[src/rtl/sort4_ctrl_pkg.sv]
// ------------------------------------------------------------------
// sort4_ctrl_pkg : shared constants and state encoding for sort4_ctrl
// Rev 1.0
// ------------------------------------------------------------------
`default_nettype none

package sort4_ctrl_pkg;

  localparam int ELEM_CNT   = 4;
  localparam int SWAP_CNT_W = 3;

  typedef enum logic [1:0] {
    ST_IDLE = 2'd0,
    ST_CMP  = 2'd1,
    ST_DONE = 2'd2
  } state_t;

endpackage

`default_nettype wire

[src/rtl/sort4_ctrl_if.sv]
// ------------------------------------------------------------------
// sort4_ctrl_if : operand/result handshake bundle of the 4-element sorter
// Rev 1.0
// ------------------------------------------------------------------
`default_nettype none

interface sort4_ctrl_if
  import sort4_ctrl_pkg::*;
#(
  parameter int WIDTH = 4
);

  logic                      in_valid;
  logic                      in_ready;
  logic [ELEM_CNT*WIDTH-1:0] in_data;
  logic                      out_valid;
  logic                      out_ready;
  logic [ELEM_CNT*WIDTH-1:0] out_data;
  logic [SWAP_CNT_W-1:0]     swap_cnt;
  logic                      busy;

  modport master (
    output in_valid, in_data, out_ready,
    input  in_ready, out_valid, out_data, swap_cnt, busy
  );

  modport slave (
    input  in_valid, in_data, out_ready,
    output in_ready, out_valid, out_data, swap_cnt, busy
  );

endinterface

`default_nettype wire

[src/rtl/sort4_ctrl_comparator_nb.sv]
// ------------------------------------------------------------------
// comparator_nb : combinational unsigned magnitude comparator
// Rev 1.0
// ------------------------------------------------------------------
`default_nettype none

module comparator_nb #(
  parameter int WIDTH = 4
) (
  input  logic [WIDTH-1:0] a_i,
  input  logic [WIDTH-1:0] b_i,
  output logic             gt_o,
  output logic             eq_o,
  output logic             lt_o
);

  assign gt_o = (a_i >  b_i);
  assign eq_o = (a_i == b_i);
  assign lt_o = (a_i <  b_i);

endmodule

`default_nettype wire

[src/rtl/sort4_ctrl.sv]
// ------------------------------------------------------------------
// sort4_ctrl : 4-element bubble sorter, one shared compare per cycle
// Rev 1.0
// ------------------------------------------------------------------
`default_nettype none

module sort4_ctrl
  import sort4_ctrl_pkg::*;
#(
  parameter int WIDTH   = 4,
  parameter bit DESCEND = 1'b0
) (
  input  logic         clk,
  input  logic         rst_n,
  sort4_ctrl_if.slave  bus
);

  typedef logic [ELEM_CNT-1:0][WIDTH-1:0] vec_t;

  state_t                state_q, state_d;
  vec_t                  elem_q, elem_d;
  vec_t                  out_data_q, out_data_d;
  logic [1:0]            pass_q, pass_d;
  logic [1:0]            pair_q, pair_d;
  logic                  swapped_q, swapped_d;
  logic [SWAP_CNT_W-1:0] swap_cnt_q, swap_cnt_d;
  logic                  busy_q;
  logic                  out_valid_q;

  logic [1:0]            w_pair_nxt;
  logic [WIDTH-1:0]      w_op_a, w_op_b;
  logic                  w_gt, w_eq, w_lt;
  logic                  w_swap, w_last_pair, w_any_swap;

  assign w_pair_nxt = pair_q + 2'd1;
  assign w_op_a     = elem_q[pair_q];
  assign w_op_b     = elem_q[w_pair_nxt];

  comparator_nb #(
    .WIDTH (WIDTH)
  ) u_cmp (
    .a_i  (w_op_a),
    .b_i  (w_op_b),
    .gt_o (w_gt),
    .eq_o (w_eq),
    .lt_o (w_lt)
  );

  // Equal operands are never exchanged, which keeps the sort stable.
  assign w_swap      = !w_eq && (DESCEND ? w_lt : w_gt);
  assign w_last_pair = (pair_q == (2'd2 - pass_q));
  assign w_any_swap  = swapped_q | w_swap;

  always_comb begin
    state_d    = state_q;
    elem_d     = elem_q;
    out_data_d = out_data_q;
    pass_d     = pass_q;
    pair_d     = pair_q;
    swapped_d  = swapped_q;
    swap_cnt_d = swap_cnt_q;

    case (state_q)
      ST_IDLE: begin
        if (bus.in_valid) begin
          state_d    = ST_CMP;
          elem_d     = bus.in_data;
          pass_d     = 2'd0;
          pair_d     = 2'd0;
          swapped_d  = 1'b0;
          swap_cnt_d = '0;
        end
      end
      ST_CMP: begin
        if (w_swap) begin
          elem_d[pair_q]     = w_op_b;
          elem_d[w_pair_nxt] = w_op_a;
          swap_cnt_d         = swap_cnt_q + 1'b1;
        end
        if (w_last_pair) begin
          // A clean pass means sorted; pass 2 is always the final one.
          if (!w_any_swap || (pass_q == 2'd2)) begin
            state_d    = ST_DONE;
            out_data_d = elem_d;
          end else begin
            pass_d    = pass_q + 2'd1;
            pair_d    = 2'd0;
            swapped_d = 1'b0;
          end
        end else begin
          pair_d    = w_pair_nxt;
          swapped_d = w_any_swap;
        end
      end
      ST_DONE: begin
        if (bus.out_ready) begin
          state_d = ST_IDLE;
        end
      end
      default: begin
        state_d = ST_IDLE;
      end
    endcase
  end

  always_ff @(posedge clk or negedge rst_n) begin
    if (!rst_n) begin
      state_q     <= ST_IDLE;
      elem_q      <= '0;
      out_data_q  <= '0;
      pass_q      <= 2'd0;
      pair_q      <= 2'd0;
      swapped_q   <= 1'b0;
      swap_cnt_q  <= '0;
      busy_q      <= 1'b0;
      out_valid_q <= 1'b0;
    end else begin
      state_q     <= state_d;
      elem_q      <= elem_d;
      out_data_q  <= out_data_d;
      pass_q      <= pass_d;
      pair_q      <= pair_d;
      swapped_q   <= swapped_d;
      swap_cnt_q  <= swap_cnt_d;
      busy_q      <= (state_d == ST_CMP);
      out_valid_q <= (state_d == ST_DONE);
    end
  end

  assign bus.in_ready  = (state_q == ST_IDLE);
  assign bus.busy      = busy_q;
  assign bus.out_valid = out_valid_q;
  assign bus.out_data  = out_data_q;
  assign bus.swap_cnt  = swap_cnt_q;

endmodule

`default_nettype wire

[src/flat_wrapper.sv]
// flat-port wrapper written by rule: the top's interface ports become plain ports
module sort4_ctrl_flat import sort4_ctrl_pkg::*;
#(
  parameter int WIDTH   = 4,
  parameter bit DESCEND = 1'b0
)
  (clk, rst_n, bus_in_valid, bus_in_data, bus_out_ready, bus_in_ready, bus_out_valid, bus_out_data, bus_swap_cnt, bus_busy);
  sort4_ctrl_if #(.WIDTH(WIDTH)) bus_i ();
  input  logic clk;
  input  logic rst_n;
  input wire logic [$bits(bus_i.in_valid)-1:0] bus_in_valid;
  input wire logic [$bits(bus_i.in_data)-1:0] bus_in_data;
  input wire logic [$bits(bus_i.out_ready)-1:0] bus_out_ready;
  output wire logic [$bits(bus_i.in_ready)-1:0] bus_in_ready;
  output wire logic [$bits(bus_i.out_valid)-1:0] bus_out_valid;
  output wire logic [$bits(bus_i.out_data)-1:0] bus_out_data;
  output wire logic [$bits(bus_i.swap_cnt)-1:0] bus_swap_cnt;
  output wire logic [$bits(bus_i.busy)-1:0] bus_busy;
  assign bus_i.in_valid = bus_in_valid;
  assign bus_i.in_data = bus_in_data;
  assign bus_i.out_ready = bus_out_ready;
  assign bus_in_ready = bus_i.in_ready;
  assign bus_out_valid = bus_i.out_valid;
  assign bus_out_data = bus_i.out_data;
  assign bus_swap_cnt = bus_i.swap_cnt;
  assign bus_busy = bus_i.busy;
  sort4_ctrl #(.WIDTH(WIDTH), .DESCEND(DESCEND)) u_core (.clk(clk), .rst_n(rst_n), .bus(bus_i));
endmodule
[config.mk]
export PLATFORM = sky130hd
export DESIGN_NAME = sort4_ctrl_flat
export DESIGN_NICKNAME = d
export VERILOG_FILES = /design/src/rtl/sort4_ctrl_pkg.sv /design/src/rtl/sort4_ctrl_if.sv /design/src/rtl/sort4_ctrl_comparator_nb.sv /design/src/rtl/sort4_ctrl.sv /design/src/flat_wrapper.sv
export SDC_FILE = /design/constraint.sdc
export NUM_CORES = 1
export LEC_CHECK = 0
export CAP_MARGIN = 20
export CORE_MARGIN = 2
export CORE_UTILIZATION = 59
export CTS_BUF_LIST = sky130_fd_sc_hd__clkbuf_16
export CTS_CLUSTER_DIAMETER = 50
export CTS_CLUSTER_SIZE = 40
export DETAILED_ROUTE_END_ITERATION = 16
export PLACE_DENSITY = 0.93
export SLEW_MARGIN = 40
export SYNTH_ARGS = -nofsm -noshare
export SYNTH_HDL_FRONTEND = slang
export SYNTH_SLANG_ARGS = --single-unit
[constraint.sdc]
create_clock -name clk -period 6.1 [get_ports clk]
set_input_delay 1.525 -clock clk [delete_from_list [all_inputs] [get_ports clk]]
set_output_delay 1.525 -clock clk [all_outputs]
set_load 0.01 [all_outputs]
==> summary.md <==
| Metric | Value |
|---|---|
| Async set or reset register ratio after synthesis | `100%` |
| Gr usage total | `a little under a third` |
| Clock tree buffer depth | `2` |
| Number of clock sinks | `44` |
| PostCTS Resize Cnt | `0` |
| Worst-path clk slew | `about 60 ps` |
| Fillers | `between 300 and 400` |
| H-tree levels | `2` |
| Final wirelength | `between 7000 and 8000 um` |
| Most used flip-flop cell after synthesis | `dfrtp_1` |
| Post-Route Setup TNS | `0 ps` |
| N_diodes | `0` |
| Outcome | `finished clean` |
| DRT iter0 DRCs | `approximately 270` |
| Post-CTS Setup Bufs | `0` |
| CORE AREA | `0.00469 sq mm` |
| Top Ports | `between 40 and 50` |
| Port bufs | `between 40 and 50` |
| #FFs+latches synth | `44` |
| Overall die area | `approximately 0.0054 sq mm` |
| GPL Wtd Cong | `around 1.0` |
| Clock root buffer | `clkbuf_16` |
| Initial antenna violation count | `0` |
| Die Ht | `between 70 and 80 um` |
| Crit start category | `flip-flop` |
| CP peak stage delay | `710 ps` |
| Vias post-DR | `around 2400` |
| Maximum fanout along the worst path | `14` |
| HP Class | `reg -> reg` |
| Post-synth EDFFs | `0` |
| Fmax | `~220 MHz` |
| First-pass GRT wire length | `~12000 um` |
| CTS tree | `done` |
| Slowest CP cell | `dfrtp_1` |
| WL per Instance | `between 20 and 25 um` |
| Tcrit/Tclk final | `73.1%` |
| Max-Slew Margin vs Limit | `48.2%` |
| Mapped cell area | `0.00286 sq mm` |
| Worst setup EP type | `flip-flop` |
| Die Span X | `roughly 74 um` |
| Fin nets | `about 350` |
| Initial Util | `between 60% and 70%` |
| Sequential area share after synthesis | `between 30% and 40%` |
| Crit path DAT | `between 4000 and 5000 ps` |
| Overflow after GRT | `0` |
| Worst slew pin tran | `~780 ps` |
| Syn-to-layout area delta | `20.0%` |
| Clk_lat worst skew | `290 ps` |
| Final Max Slew Viols | `0` |
| Max-Cap Viols | `0` |
| ANT nets after route | `0` |
| Yosys cell types | `50` |
| Yosys Warn Count | `0` |
| RSZ-0062 raised after global routing | `no` |
| Setup violators final | `0` |
| CTS Buf Count | `5` |
| Placement Rows | `25` |
| Cts hold-fix bufs | `0` |
| Drt drc | `0` |
| Worst Setup Path Type | `reg -> reg` |
| Worst-path cell chain | `inv_1 > ha_1 > mux4_1 > inv_1 > ha_1 > nor2b_1 > o211ai_2 > nand3_1 > a21boi_2 > buf_4 > mux2i_1` |
| Pre-antenna DRT Iters | `5` |
| Largest net degree at the start of global routing | `45` |
| Fin crit period | `4460 ps` |
| Final Hold Fails | `0` |
| Layout Skew | `3.69 ps` |
| Vias per cell | `6.61` |
| Req. time, crit path | `~6300 ps` |
| Syn Nets | `between 300 and 400` |
| Syn Inst Count | `278` |
| Vias in the first global route | `roughly 2400` |
| Layout cell share with drive strength beyond 1 | `9.87%` |
| Synth Area per Inst | `roughly 10 sq um` |
| Detail Placement HPWL | `5260 um` |
## per-stage QoR
step	instances	setup WS [ps]	hold WS [ps]	area [sq um]	util, %
floorplan	278	2850	506	2860	-
global placement	360	1970	505	3260	69.4
detailed placement	360	1660	509	3260	69.5
CTS	368	1680	521	3430	73.1
global route	368	1360	541	3440	73.2
finish	368	1640	516	3440	73.2
## cell type report
cell class | instances | area, sq um | area share (%)
Clock inverter | 3 | 42.5 | 1.24
Inverter | 32 | 120 | 3.50
Timing Repair Buffer | 42 | 415 | 12.1
Sequential cell | 44 | 1100 | 32.0
Clock buffer | 5 | 125 | 3.64
Multi-Input combinational cell | 188 | 1560 | 45.5
Tap cell | 54 | 67.6 | 1.97
## cell usage in the layout (no fill, tap or decap), drive strengths merged, types with 4 or more instances in the layout
cell / n
dfrtp: 44
clkdlybuf4s50: 40
inv: 32
o21ai: 23
a21oi: 18
mux2i: 17
a22oi: 16
ha: 14
nor2b: 9
nand2: 9
nor2: 8
mux4: 8
and2: 7
o32ai: 6
clkbuf: 5
nand3: 4
a21o: 4
a211oi: 4
## state kept, by name, summed over array words and instances, names as in the netlist
| register | flops |
|---|---|
| u_core.bus.out_data | 16 |
| u_core.pair_q | 2 |
| u_core.bus.out_valid | 1 |
| u_core.elem_q | 16 |
| u_core.state_q | 2 |
| u_core.swapped_q | 1 |
| u_core.pass_q | 2 |
| u_core.bus.swap_cnt | 3 |
| u_core.bus.busy | 1 |
## worst paths after layout
kind | from | endpoint | slack, ps | cells after the start
min in group asynchronous | rst_n | u_core.bus.out_data[8] | 1220 | 1
max | u_core.pair_q[0] | u_core.bus.out_data[8] | 1640 | 11
min reg2reg | u_core.bus.out_data[13] | u_core.bus.out_data[13] | 520 | 2
min | u_core.bus.out_data[13] | u_core.bus.out_data[13] | 520 | 2
max reg2reg | u_core.pair_q[0] | u_core.bus.out_data[8] | 1640 | 11
max in group asynchronous | rst_n | u_core.swapped_q | 4490 | 1
## synth_stat cells, types with 2 or more instances
library cell   n  share of area (%)
or2_2          3               0.66
dfrtp_1       44                 38
a21oi_2        2               0.61
a32o_1         2               0.70
mux4_2         6                4.7
mux4_1         2                1.8
ha_1          14                6.1
nand3_1        4               0.70
o32a_1         3                1.0
o32ai_2        6                3.4
buf_6          3                1.2
o21ai_0       16                2.8
a22o_1         3               0.92
and2_1         5                1.1
a22oi_1       16                4.2
o22ai_1        2               0.44
nand2b_1       3               0.66
xor2_1         2               0.61
o21ai_1        6                1.0
a211oi_1       4                1.0
and2_0         2               0.44
o211ai_1       2               0.52
a32oi_1        3               0.92
nand2_1        9                1.2
nor2b_1        9                2.0
a31oi_1        2               0.44
buf_4          3               0.79
a21oi_1       16                2.8
nor2_1         8                1.0
mux2i_1       17                5.9
o2111ai_1      2               0.61
a21o_1         4                1.0
buf_2          2               0.35
clkbuf_1       6               0.79
inv_1         32                4.2
## routing by layer
layer	share of wire, %	up-vias	track usage, %
met5	0	-	0
met4	2.2	0	8.48
met3	9.5	20	7.68
met2	48	135	47.8
met1	40	1171	40.8
li1	-	1106	-
## logic make-up after synthesis
group	synth area share (%)
compound gates	25.6
simple gates	9.00
fa+ha+maj	6.12
mux	12.9
xor+xnor	0.612
flops	38.5
buf+inv	7.30
## critical path: cells and delay by family, from the launching register on
family                   cells  cell delay (ps)
multiplexers                 2              880
AND/OR/NAND/NOR              2              310
flip-flops                   1              710
adder cells (fa/ha/maj)      2              760
AO/OA/AOI/OAI                2              970
buffers and inverters        3              740
Power is not shown: default switching activity piles up to over one toggle a cycle in this logic, so the estimate is an artifact.
